==> src/rtl/smoke_inc_target.sv <==
// RPC target for the smoke bench "inc" method: queues calls, returns arg+1 after LATENCY cycles.
// Optional macro SMOKE_INC_TRACE_EN prints each completed call and full-FIFO stalls in simulation.
module smoke_inc_target #(
  parameter int DEPTH   = 4,
  parameter int LATENCY = 2,
  parameter int ID_W    = 8
) (
  input  logic                     clock,
  input  logic                     reset_n,
  input  logic                     req_valid,
  output logic                     req_ready,
  input  logic [ID_W-1:0]          req_id,
  input  logic [31:0]              req_arg,
  output logic                     rsp_valid,
  input  logic                     rsp_ready,
  output logic [ID_W-1:0]          rsp_id,
  output logic [31:0]              rsp_ret,
  output logic [31:0]              calls_done,
  output logic [$clog2(DEPTH):0]   pending
);

  localparam int AW = $clog2(DEPTH);
  localparam int CW = (LATENCY > 1) ? $clog2(LATENCY) : 1;
  localparam logic [CW-1:0] CNT_LOAD = CW'(LATENCY - 1);
  localparam logic [AW:0]   FULL_CNT = (AW+1)'(DEPTH);

  typedef enum logic [1:0] {IDLE, BUSY, RESP} state_t;

  state_t            r_state;
  logic [ID_W-1:0]   r_mem_id  [DEPTH];
  logic [31:0]       r_mem_arg [DEPTH];
  logic [AW:0]       r_wr_ptr;
  logic [AW:0]       r_rd_ptr;
  logic              r_req_ready;
  logic [ID_W-1:0]   r_op_id;
  logic [31:0]       r_op_arg;
  logic [CW-1:0]     r_cnt;
  logic              r_rsp_valid;
  logic [ID_W-1:0]   r_rsp_id;
  logic [31:0]       r_rsp_ret;
  logic [31:0]       r_calls_done;

  logic              w_push;
  logic              w_pop;
  logic              w_empty;
  logic [AW:0]       w_count;
  logic [AW:0]       w_count_next;
  logic [AW-1:0]     w_rd_idx;

  assign w_push       = req_valid && r_req_ready;
  assign w_empty      = (r_wr_ptr == r_rd_ptr);
  assign w_count      = r_wr_ptr - r_rd_ptr;
  assign w_rd_idx     = r_rd_ptr[AW-1:0];
  // The pop decision looks only at the current FIFO, so a same-edge push waits a cycle.
  assign w_pop        = !w_empty && ((r_state == IDLE) || ((r_state == RESP) && rsp_ready));
  assign w_count_next = w_count + (AW+1)'(w_push) - (AW+1)'(w_pop);

  assign req_ready  = r_req_ready;
  assign rsp_valid  = r_rsp_valid;
  assign rsp_id     = r_rsp_id;
  assign rsp_ret    = r_rsp_ret;
  assign calls_done = r_calls_done;
  assign pending    = w_count;

  always_ff @(posedge clock) begin
    if (w_push) begin
      r_mem_id[r_wr_ptr[AW-1:0]]  <= req_id;
      r_mem_arg[r_wr_ptr[AW-1:0]] <= req_arg;
    end
  end

  always_ff @(posedge clock) begin
    if (!reset_n) begin
      r_wr_ptr    <= '0;
      r_rd_ptr    <= '0;
      r_req_ready <= 1'b0;
    end else begin
      if (w_push) r_wr_ptr <= r_wr_ptr + 1'b1;
      if (w_pop)  r_rd_ptr <= r_rd_ptr + 1'b1;
      r_req_ready <= (w_count_next != FULL_CNT);
    end
  end

  always_ff @(posedge clock) begin
    if (!reset_n) begin
      r_state      <= IDLE;
      r_op_id      <= '0;
      r_op_arg     <= '0;
      r_cnt        <= '0;
      r_rsp_valid  <= 1'b0;
      r_rsp_id     <= '0;
      r_rsp_ret    <= '0;
      r_calls_done <= '0;
    end else begin
      case (r_state)
        IDLE: begin
          if (!w_empty) begin
            r_op_id  <= r_mem_id[w_rd_idx];
            r_op_arg <= r_mem_arg[w_rd_idx];
            r_cnt    <= CNT_LOAD;
            r_state  <= BUSY;
          end
        end
        BUSY: begin
          if (r_cnt != '0) begin
            r_cnt <= r_cnt - 1'b1;
          end else begin
            r_rsp_id    <= r_op_id;
            r_rsp_ret   <= r_op_arg + 32'd1;
            r_rsp_valid <= 1'b1;
            r_state     <= RESP;
          end
        end
        RESP: begin
          if (rsp_ready) begin
            r_calls_done <= r_calls_done + 32'd1;
            r_rsp_valid  <= 1'b0;
            if (!w_empty) begin
              r_op_id  <= r_mem_id[w_rd_idx];
              r_op_arg <= r_mem_arg[w_rd_idx];
              r_cnt    <= CNT_LOAD;
              r_state  <= BUSY;
            end else begin
              r_state <= IDLE;
            end
          end
        end
        default: r_state <= IDLE;
      endcase
    end
  end

`ifdef SMOKE_INC_TRACE_EN
  always @(posedge clock) begin
    if (reset_n) begin
      if (r_rsp_valid && rsp_ready)
        $display("inc: id=%0d arg=%0d ret=%0d n=%0d", r_rsp_id, r_rsp_ret - 32'd1, r_rsp_ret, r_calls_done + 32'd1);
      if (req_valid && !r_req_ready && (w_count == FULL_CNT))
        $display("inc: stall full");
    end
  end
`else
  // Trace printing is compiled out in the default build.
`endif

endmodule

==> config.mk <==
export PLATFORM = sky130hd
export DESIGN_NAME = smoke_inc_target
export DESIGN_NICKNAME = d
export VERILOG_FILES = /design/src/rtl/smoke_inc_target.sv
export SDC_FILE = /design/constraint.sdc
export NUM_CORES = 1
export LEC_CHECK = 0
export CORE_MARGIN = 2
export CORE_UTILIZATION = 43
export CTS_CLUSTER_SIZE = 10
export DETAILED_ROUTE_END_ITERATION = 6
export PLACE_DENSITY_LB_ADDON = 0.15
export SLEW_MARGIN = 25
export SYNTH_ARGS = -nofsm -noshare
export SYNTH_HDL_FRONTEND = slang
export SYNTH_SLANG_ARGS = --single-unit
==> constraint.sdc <==
create_clock -name clock -period 8.1 [get_ports clock]
set_input_delay 0.81 -clock clock [delete_from_list [all_inputs] [get_ports clock]]
set_output_delay 0.81 -clock clock [all_outputs]
set_load 0.01 [all_outputs]
Word level (Yosys, flattened, before mapping)
Memories as Yosys holds them, arrays and structs flattened. A register that Yosys moved wholly into a read port is not among the register bits. Cells that the tools add are included.

Bits in registers: 123. Memory bits (writable): 160. Output and inout bits: 77. Logic and storage cells: 68. Memories kept: 2.

Memories: r_mem_arg (depth 4, width 32, rd ports 1, clocked after memory_dff 1, write ports 1, line 31) `logic [31:0] r_mem_arg [DEPTH];`; r_mem_id (depth 4, width 8, rd ports 1, clocked after memory_dff 1, write ports 1, line 30) `logic [ID_W-1:0] r_mem_id [DEPTH];`.

Add/subtract/negate cells: 8. Equal/unequal tests: 7. Muxes and demuxes: 24. Bitwise logic cells: 1. Reduce and logical (&&, ||, !) cells: 15.

Operators with widths (number): $add 32x1->32 const B (2); $mux 32 (2); $pmux 32 s2 (1); $mux 8 (2); $pmux 8 s2 (1); $mux 2 (7); $mux 1 (8); $reduce_and 2->1 (4); $add 3x1->3 const B (2); $ne 2x2->1 const B (3); $pmux 2 s3 (1); $reduce_and 3->1 (2); $reduce_bool 2->1 (2); $add 3x1->3 (1); $eq 3x3->1 (1); $logic_and 1x1->1 (3); $ne 3x3->1 const B (1); $pmux 1 s3 (1); $reduce_bool 3->1 (1); $sub 3x1->3 (1); $sub 3x3->3 (1); $eq 2x1->1 const B (1); $eq 2x2->1 const B (1); $logic_not 2->1 (1); 5 further kinds (5).

Longest topological paths before layout
Word-level depth: 6. Depth in mapped cells: 13. Gate-level depth less buffers: 11.

Worst setup path after synthesis
Ideal clock, no wire load.

Path kind: in2reg. Start point: in rsp_ready. End point: reg r_req_ready, in the netlist req_ready. Library setup time: 0.132 ns. Arrival: 2.667 ns. Data required time: 7.968 ns. Path slack: 5.300 ns. Stages: 12. Cell sequence: nor2b_1 -> a311o_1 -> buf_2 -> inv_2 -> buf_2 -> ha_1 -> inv_1 -> ha_1 -> fa_1 -> xnor2_1 -> xnor2_1 -> a21oi_1.

Longest elaborated chain between the ends: 5.

Ends and longest elaborated chain: start: declaration (line 15) `input logic rsp_ready,`; $logic_and 1x1->1 (line 55) `assign w_pop = !w_empty && ((r_state == IDLE) || ((r_state == RESP) && rsp_ready));`; $logic_or 1x1->1 (line 55); $logic_and 1x1->1 (line 55); via w_pop (line 44) `logic w_pop;`; $sub 3x1->3 (line 56) `assign w_count_next = w_count + (AW+1)'(w_push) - (AW+1)'(w_pop);`; $ne 3x3->1 (line 80) `r_req_ready <= (w_count_next != FULL_CNT);`; end signal: assignment (line 80); end: declaration (line 34) `logic r_req_ready;`.

The timed path passes the listed nets, and every way through them passes these cells. A chain may end at the register's enable or synchronous reset.

Final worst setup path
Start point: reg r_wr_ptr[0]. End point: out pending[2].

Longest elaborated chain between the ends: 1.

Ends and longest elaborated chain: start: declaration (line 32) `logic [AW:0] r_wr_ptr;`; start signal: assignment (line 78) `if (w_push) r_wr_ptr <= r_wr_ptr + 1'b1;`; $sub 3x3->3 (line 52) `assign w_count = r_wr_ptr - r_rd_ptr;`; end: declaration (line 19) `output logic [$clog2(DEPTH):0] pending`.

No other way between the ends.

==> impl_results.md <==
- Yosys warnings: 0
- PwrDens: around 320 nW/um^2
- Hold Violations, Final: 0
- Number of synthesized flops with an enable pin: 160
- CP arrival: between 2 and 3 ns
- Post-route ant nets: 0
- Yosys reg bits: approximately 290
- Cts hold-fix bufs: 0
- CTS sink cnt: roughly 290
- Setup violators final: 0
- Mean Syn Cell Area: 13.1 sq um
- Max cap viols: 0
- Synth area leaders: edfxtp_1 (43%), dfxtp_1 (22%), mux4_2 (8.0%)
- Mapped Area: 11200 sq um
- Kind of critical path: reg -> out
- Worst Skew: between 0.007 and 0.008 ns
- TritonCTS clock tree: yes
- H-tree depth: 2
- IO buf count: 120
- DRT Wirelength: 22700 microns
- Layout cells sized above 1: between 10 and 15%
- CP Capture Type: primary output
- Cell with the most instances after synthesis: edfxtp_1
- Initial antenna violation count: 0
- Ys flop type: edfxtp_1
- Fin Hold WS: 0.452 ns
- CORE AREA: roughly 26000 sq um
- Total power: approximately 4.4 mW
- Die height: ~170 microns
- Crit share post-route: between 40% and 50%
- Post-synth top cells: edfxtp_1 (160), nand2_1 (126), dfxtp_1 (125)
- CTS Buf Count: 34
- Share of the synthesized area in the top cell type: between 40% and 50%
- # diodes: 0
- Status: finished, final reports clean
- Die area: between 20000 and 30000 sq um
- Setup bufs post-CTS: 0
- Register area share after synthesis: around two thirds
- Fin Setup TNS: 0 ns
- Initial DRC Count: about 500
- Gr ovfl total: 0
- Design Area, Final: between 10000 and 15000 sq um
- Final Critical Period: approximately 3.3 ns
- Cts repair resizes: 0
- RSZ-0062 raised after global routing: false
- Largest net degree at the start of global routing: 83
- Vias per std cell: about 5.2
- Die W: 165 microns
- Total number of vias: 6829
- CP required: 7.29 ns
- Root buffer cell: clkbuf_16
- # fillers: 2249
- Hold Path Class: reg -> reg
- Relative slew slack: between 40% and 50%
- Num ports: between 100 and 150
- Distinct cells, synth: 44
- Worst-Margin Slew: about 0.88 ns
- FFs w/ async S/R, synth: 0%
- Placer Congestion: 0.774
- Placed Area: about 13000 sq um
- Peak VDD IR: roughly 0.23 mV
- Critical path startpoint category: flip-flop
- Pre-antenna DRT Iters: 6
- Pins Over Slew Limit: 0
- Clk Latency, worst-skew pair: roughly 0.50 ns
- Tot GR Track Use: approximately 17%
- Routed length per placed instance: ~17 microns
- First-pass GRT wire length: 36300 microns
- Synth-to-layout area growth: 22.2%
- Core Rows: just under 60
- Post-Syn Instances: 856
- Longest Clk Path Bufs: 3
- Fmax: 302 MHz
- Crit-path max FO: 4
- Initial Utilization: between 40% and 50%
- Vias in the first global route: about 6500
- Leakage power: ~4.6 nW
- Multi-input logic area: 3680 sq um
- Register area: about 7300 sq um
- DP HPWL: 14300 microns
- Nets: 1038
- Syn_nets: approximately 910
- Clock transition at the registers of the reported paths: approximately 0.05 ns
- Drt drc: 0
- Area leader, netlist: edfxtp_1
[metal layers]
metal	track usage (%)	part of all wire, %	vias up
met4	4.23	1.6	0
met1	26.1	50	3294
met3	3.07	5.0	33
met5	0	0	-
met2	25.0	43	154
li1	-	-	3348
[power by group]
group / switching (mW) / internal, mW / total, mW / leakage [nW]
sequential: 0.181 / 1.79 / 1.97 / 2.47
combinational: 0.634 / 0.508 / 1.14 / 1.62
clock: 0.533 / 0.791 / 1.32 / 0.462
total: 1.35 / 3.08 / 4.43 / 4.55
[sequential cells by signal, indices dropped and copies added, names as in the netlist, named ones only]
name	cells
rsp_id	8
req_ready	1
calls_done	32
r_state	2
r_cnt	1
r_op_id	8
rsp_valid	1
r_mem_arg	128
r_wr_ptr	3
r_mem_id	32
rsp_ret	32
r_rd_ptr	3
r_op_arg	32
[kinds of logic after synthesis]
family,synth area share (%)
multiplexers,8.13
buffers and inverters,2.06
XOR/XNOR,5.16
AND/OR/NAND/NOR,12.4
flip-flops,65.2
AO/OA/AOI/OAI,5.50
adder cells (fa/ha/maj),1.58
[critical path, cell delays in order (launching register included)]
cell             delay, ns
dfxtp_1               0.36
inv_1                 0.12
ha_1                  0.23
fa_1                  0.39
xnor2_1               0.31
clkdlybuf4s50_1       0.60
[cell type report]
class | count | share of cell area, %
clock inverters | 2 | 0.210
inverters | 17 | 0.466
multi-input cells | 513 | 26.9
clock buffers | 44 | 6.71
repair buffers | 130 | 9.32
flip-flops and latches | 285 | 53.3
well taps | 335 | 3.06
[worst paths after layout]
check | startpoint | endpoint | slack, ns | cells after the start
setup / recovery | r_wr_ptr[0] | pending[2] | 4.79 | 5
setup reg to reg | r_wr_ptr[0] | req_ready | 5.04 | 11
hold / removal | r_op_id[2] | rsp_id[2] | 0.45 | 2
hold reg to reg | r_op_id[2] | rsp_id[2] | 0.45 | 2
[through the flow]
stage	cells	utilization [%]	setup WS, ns
6_report	1326	53.0	4.79
5_1_grt	1326	53.0	4.58
4_1_cts	1326	53.0	4.75
3_5_place_dp	1280	49.4	4.27
3_3_place_gp	1280	49.4	4.35
2_1_floorplan	856	-	5.30
[cell usage in the layout, fill, tap and decap left out, types with 2 or more instances in the layout]
cell and count:
nor3_1 5, edfxtp_1 160, nor4_4 2, nor4_2 3
nor3_2 3, clkbuf_1 8, a211oi_1 8, nand4b_1 4
nor2_1 52, buf_4 10, and3_2 4, nand3_1 21
inv_1 15, fa_1 2, xnor2_1 29, and4_1 4
nor3_4 2, dfxtp_1 124, a21oi_1 81, xor2_1 37
ha_1 11, clkdlybuf4s50_1 120, or3_1 4, inv_2 2
o21ai_0 25, mux4_2 40, and2_1 4, clkbuf_16 35
nand4_1 18, and3_1 12, nand2_1 126
(Power assumes the default switching activity.)
